===== src/rtl/afw_climate_fsm.sv =====
`default_nettype none
// ============================================================================
// afw_climate_fsm : registered temperature code driving a 4-state FAN/AC/WIND
//                   climate FSM with hysteresis, minimum dwell and window settle.
// Optional sensor watchdog: define AFW_WDOG_EN.
// Revision: 1.0
// ============================================================================
module afw_climate_fsm #(
   parameter int TEMP_W    = 4,
   parameter int FAN_TH    = 7,
   parameter int AC_TH     = 11,
   parameter int HYST      = 1,
   parameter int MIN_DWELL = 4,
   parameter int SETTLE    = 3,
   parameter int WDOG_CYC  = 64
) (
   input  logic              CLK,
   input  logic              RST,
   input  logic [TEMP_W-1:0] TEMP,
   input  logic              TEMP_VLD,
   output logic              FAN,
   output logic              AC,
   output logic              WIND,
   output logic [1:0]        STATE,
   output logic              FAULT
);

   typedef enum logic [1:0] {
      S_IDLE    = 2'd0,
      S_VENT    = 2'd1,
      S_PRECOOL = 2'd2,
      S_COOL    = 2'd3
   } state_t;

   localparam int TW1     = TEMP_W + 1;
   localparam int CNT_MAX = (MIN_DWELL > SETTLE) ? MIN_DWELL : SETTLE;
   localparam int CNT_W   = $clog2(CNT_MAX + 1);

   // Extra headroom bit keeps TH-HYST from wrapping.
   localparam logic [TW1-1:0]   C_FAN_ON      = TW1'(FAN_TH);
   localparam logic [TW1-1:0]   C_AC_ON       = TW1'(AC_TH);
   localparam logic [TW1-1:0]   C_FAN_OFF     = TW1'(FAN_TH - HYST);
   localparam logic [TW1-1:0]   C_AC_OFF      = TW1'(AC_TH - HYST);
   localparam logic [CNT_W-1:0] C_DWELL       = CNT_W'(MIN_DWELL);
   localparam logic [CNT_W-1:0] C_SETTLE_LAST = CNT_W'(SETTLE - 1);

   state_t              state_q, state_d;
   logic [TEMP_W-1:0]   t_q, t_d;
   logic [CNT_W-1:0]    cnt_q, cnt_d;
   logic [CNT_W-1:0]    cnt_sat;
   logic [TW1-1:0]      t_ext;
   logic                dwell_ok;
   logic                wd_hold;

`ifdef AFW_WDOG_EN
   localparam int             WD_W   = $clog2(WDOG_CYC + 1);
   localparam logic [WD_W-1:0] C_WDOG = WD_W'(WDOG_CYC);

   logic [WD_W-1:0] wdog_q, wdog_d;

   always_comb begin
      if (TEMP_VLD)
         wdog_d = '0;
      else if (wdog_q != C_WDOG)
         wdog_d = wdog_q + WD_W'(1);
      else
         wdog_d = wdog_q;
   end

   always_ff @(posedge CLK) begin
      if (RST)
         wdog_q <= '0;
      else
         wdog_q <= wdog_d;
   end

   // Hold in VENT with a cleared dwell count while faulted, including the
   // edge the fault appears and the edge it clears.
   assign FAULT   = (wdog_q == C_WDOG);
   assign wd_hold = FAULT | (wdog_d == C_WDOG);
`else
   logic unused_wdog_cyc;
   assign unused_wdog_cyc = ^WDOG_CYC;
   assign FAULT           = 1'b0;
   assign wd_hold         = 1'b0;
`endif

   assign t_ext    = {1'b0, t_q};
   assign dwell_ok = (cnt_q == C_DWELL);

   always_comb begin
      t_d     = TEMP_VLD ? TEMP : t_q;
      state_d = state_q;
      case (state_q)
         S_IDLE: begin
            if (dwell_ok && t_ext >= C_AC_ON)       state_d = S_PRECOOL;
            else if (dwell_ok && t_ext >= C_FAN_ON) state_d = S_VENT;
         end
         S_VENT: begin
            if (dwell_ok && t_ext >= C_AC_ON)       state_d = S_PRECOOL;
            else if (dwell_ok && t_ext < C_FAN_OFF) state_d = S_IDLE;
         end
         S_PRECOOL: begin
            if (cnt_q == C_SETTLE_LAST)             state_d = S_COOL;
         end
         S_COOL: begin
            if (dwell_ok && t_ext < C_AC_OFF)       state_d = S_VENT;
         end
         default:                                   state_d = S_IDLE;
      endcase
      if (wd_hold)
         state_d = S_VENT;

      // PRECOOL reuses the dwell counter as its settle timer.
      cnt_sat = (state_q == S_PRECOOL) ? C_SETTLE_LAST : C_DWELL;
      if (state_d != state_q || wd_hold)
         cnt_d = '0;
      else if (cnt_q != cnt_sat)
         cnt_d = cnt_q + CNT_W'(1);
      else
         cnt_d = cnt_q;
   end

   always_ff @(posedge CLK) begin
      if (RST) begin
         state_q <= S_IDLE;
         t_q     <= '0;
         cnt_q   <= '0;
      end else begin
         state_q <= state_d;
         t_q     <= t_d;
         cnt_q   <= cnt_d;
      end
   end

   assign STATE = state_q;
   assign FAN   = (state_q == S_VENT) || (state_q == S_PRECOOL);
   assign WIND  = (state_q == S_VENT);
   assign AC    = (state_q == S_COOL);

endmodule
`default_nettype wire


===== config.mk =====
export PLATFORM = sky130hd
export DESIGN_NAME = afw_climate_fsm
export DESIGN_NICKNAME = d
export VERILOG_FILES = /design/src/rtl/afw_climate_fsm.sv
export SDC_FILE = /design/constraint.sdc
export NUM_CORES = 1
export LEC_CHECK = 0
export ABC_AREA = 1
export ABC_CLOCK_PERIOD_IN_PS = 4000
export BUFFER_PORTS_ARGS = -buffer_cell sky130_fd_sc_hd__buf_2
export CAP_MARGIN = 20
export CORE_AREA = 2 2 39 41
export CTS_CLUSTER_DIAMETER = 60
export DETAILED_ROUTE_END_ITERATION = 6
export DIE_AREA = 0 0 41 43
export GPL_TIMING_DRIVEN = 0
export PLACE_DENSITY_LB_ADDON = 0.12
export SLEW_MARGIN = 20
export SYNTH_ARGS = -nofsm -noshare
export SYNTH_HDL_FRONTEND = slang
export SYNTH_SLANG_ARGS = --single-unit
export TNS_END_PERCENT = 1

===== constraint.sdc =====
create_clock -name CLK -period 4 [get_ports CLK]
set_clock_uncertainty 0.2 [all_clocks]
set_input_delay 1 -clock CLK [delete_from_list [all_inputs] [get_ports CLK]]
set_output_delay 1 -clock CLK [all_outputs]
set_load 0.05 [all_outputs]

After elaboration in Yosys (flattened, before gate mapping). Cells that the tools add are included.

Logic and storage cells: 30. Bits in registers: 9. Input port bits: 7. Output and inout bits: 6.

Magnitude comparators: 4. Reduce and logical (&&, ||, !) cells: 7. Add/subtract/negate cells: 1. Multiplexer cells: 8. Equality and inequality tests: 7.

Operators by type and width (count): $mux 2 (6); $pmux 2 s4 (1); $eq 2x2->1 const B (2); $ge 4x3->1 const B (1); $ge 4x4->1 const B (1); $logic_and 1x1->1 (4); $lt 4x3->1 const B (1); $lt 4x4->1 const B (1); $add 3x1->3 const B (1); $eq 3x2->1 const B (1); $eq 3x3->1 const B (1); $mux 3 (1); $ne 3x3->1 (1); $eq 2x1->1 const B (1); $logic_not 2->1 (1); $ne 2x2->1 (1); $reduce_or 2->1 (1); $logic_or 1x1->1 (1).

Depth between registers and ports, before layout.
Word-level depth: 7. Mapped depth: 14. Mapped depth without buffers: 14.

Least setup slack after synthesis. Ideal clock, no wire load.

Path kind: register -> output. From: reg state_q[1] (netlist: STATE[1]). To: out FAN. Cell stages (with the launch flop): 3. Path slack: 1.323 ns. Path buffers: 0. Arrival: 1.477 ns. Cell sequence: dfxtp_1 > inv_1 > ha_1.

Longest elaborated chain between the ends: 2.

RTL lines: start: declaration (line 47) `state_t state_q, state_d;`; start signal: assignment (line 130) `state_q <= state_d;`; $eq 2x1->1 or $eq 2x2->1 (tied branches) (line 137) `assign FAN = (state_q == S_VENT) || (state_q == S_PRECOOL);`; $logic_or 1x1->1 (*) (line 137); end: declaration (line 21) `output logic FAN,`.

Every way passes the cells marked *; elsewhere a longest branch is shown, timed or not.

Worst setup path in the final report. Ends and elaborated chain as after synthesis.

==> flow_summary.ini <==
[worst_setup_path]
cp-end-kind = output port
crit_end = FAN
required_ns = 2.80
critPathKind = reg -> out
reg2reg_depth = 13
reg2reg_from = STATE[0]
start_kind = register
critPathMaxStageDelay_ns = 0.47
crit_start = STATE[1]
critical_path.max_fanout = 8
r2r_end = cnt_q[0]
reg2reg_slack_ns = 2.16
crit_slowest_cell = dfxtp_1
worstPathCellList = inv_1 -> ha_1 -> buf_2
critPathArrivalTime_ns = 1.43

[cts]
clock-sinks = 9
clk_latency_ns = 0.26
h-tree-depth = 1
cts_resized = 0
cts.clk_slew.worst_paths_ns = 0.06
root_buffer = clkbuf_4
cts_tree = done
cts_buffers = 3
clk_path_buf_depth = 2
hold_buffers = 0
postCtsSetupRepairBufs = 0

[global_route]
grt_max_degree = 9
track_usage_pct = 16.6
antenna_found_initial = 0
grt_overflow = 0
grt_pass1_vias = 551
grt_pass1_wl_um = 1990

[power_and_ir_drop]
irDropWorstVdd_uv = 246
p_per_area_nw_per_um2 = 562
p_leak_nw = 0.386

[detailed_routing]
wl_um = 1170
routedWlPerCell_um = 9.36
drc = 0
via_per_inst = 4.67
drt_iter0_drc = 5
vias = 584
dr.pass1.iters = 4
ant_nets = 0

[sta]
whs_ns = 0.276
fin_crit_ns = 2.63
fin_crit_sh_pct = 65.6
hold_viol = 0
setup_violations = 0
setup_ws_ns = 1.37
setup_tns_ns = 0
rsz0062_at_grt = false
clock.fmax_mhz = 381
slew_violations = 0

[flow_run]
maxCapViolCount = 0

[placement]
port_buffers = 11
dp_hpwl_um = 959
post-place-ws_ns = 1.65
gp_congestion = 0.779

[synth]
syn_area_per_cell_um2 = 6.89
synth_warnings = 0
syn-instance-count = 94
ys_types = 20
syn_area_um2 = 648
ys_ff_latch = 9
seq_area_frac_synth_pct = 27.8
syn-num-nets = 108

[status]
status = completed

[floorplanning]
coreArea_um2 = 1380
die_y_um = 43
num_rows = 14
die_area_um2 = 1760
start_util_pct = 46.8
pin_count = 13
die_w_um = 41

[finish]
final_common_cell = nand2_1
area_growth_pct = 15.6
final_layout_size_suffix_gt1_share_pct = 27.5
nets = 124
num_antenna_cells = 0
layout_common_cells = nand2_1 (21), inv_1 (12), nor2_1 (11), buf_2 (11), dfxtp_1 (9)

[worst_hold_path]
holdCritPathClass = reg -> reg
-- synth_stat cells --
master	n	area, um^2
inv_1	12	45.0
nand2_2	8	50.1
xor2_1	1	8.76
nand3b_2	1	11.3
nand3_2	2	20.0
ha_1	7	87.6
nor2_1	11	41.3
a21oi_2	1	8.76
inv_2	1	3.75
nand3_1	3	15.0
buf_4	1	7.51
o211ai_1	1	7.51
conb_1	1	3.75
nor2_4	1	11.3
a21oi_1	7	35.0
o21ai_0	4	20.0
nor2_2	1	6.26
dfxtp_1	9	180
a31oi_1	1	6.26
nand2_1	21	78.8
-- sequential cells by signal, indices dropped and copies added (netlist names) --
register  cells
t_q           4
cnt_q         3
STATE         2
-- through the flow --
stage               utilization (%)  cells  area, um^2  power (mW)
finish                         54.2    125         749       0.421
global route                   54.2    125         749       0.460
CTS                            54.2    125         749       0.426
detailed placement             52.3    121         723       0.355
global placement               52.3    121         723       0.349
floorplan                         -     94         648       0.312
-- worst min path at each step --
| stage | startpoint | endpoint | slack, ns | cells past startpoint |
|---|---|---|---|---|
| final | t_q[0] | t_q[0] | 0.28 | 2 |
| after global routing | t_q[0] | t_q[0] | 0.30 | 2 |
| after CTS | t_q[0] | t_q[0] | 0.28 | 2 |
| after detailed placement | t_q[0] | t_q[0] | 0.27 | 2 |
| after global placement | t_q[2] | t_q[2] | 0.27 | 2 |
| after floorplan | t_q[0] | t_q[0] | 0.25 | 2 |
-- layer usage --
layer / vias up / part of all wire (%) / GRT usage (%)
met5: - / 0 / 0
met4: 0 / 2.2 / 10.0
met3: 4 / 4.5 / 3.14
met2: 15 / 46 / 25.6
met1: 246 / 47 / 20.1
li1: 319 / - / -
-- power breakdown --
group	internal, mW	total, mW	leakage (nW)	switching (mW)
sequential	0.108	0.127	0.0741	0.0193
combinational	0.0692	0.223	0.297	0.154
clock	0.0385	0.0710	0.0150	0.0326
-- logic make-up (layout without fill, tap and decap cells) --
kind of cell / count (synthesis) / after routing / share of synthesized area [%]
and+or+nand+nor: 48 / 48 / 36.1
AOI/OAI and AO/OA: 14 / 14 / 12.0
buffers and inverters: 14 / 29 / 8.69
DFF: 9 / 9 / 27.8
adders and majority gates: 7 / 7 / 13.5
other: 1 / 1 / 0.579
xor gates and xnor gates: 1 / 1 / 1.35
-- critical path: cells and delay by family, from the launching register on --
family     cells  cell delay [ns]
flops          1             0.47
fa+ha+maj      1             0.29
buf+inv        2             0.40
-- final cells by class --
type	count	area (um^2)
timing repair buffer	11	55.1
clock buffer	4	26.3
fill	149	634
buffer	1	7.51
multi-input combinational	71	412
inverter	13	48.8
sequential	9	180
tap	16	20.0
No activity file was read; power rests on OpenSTA's default activity.
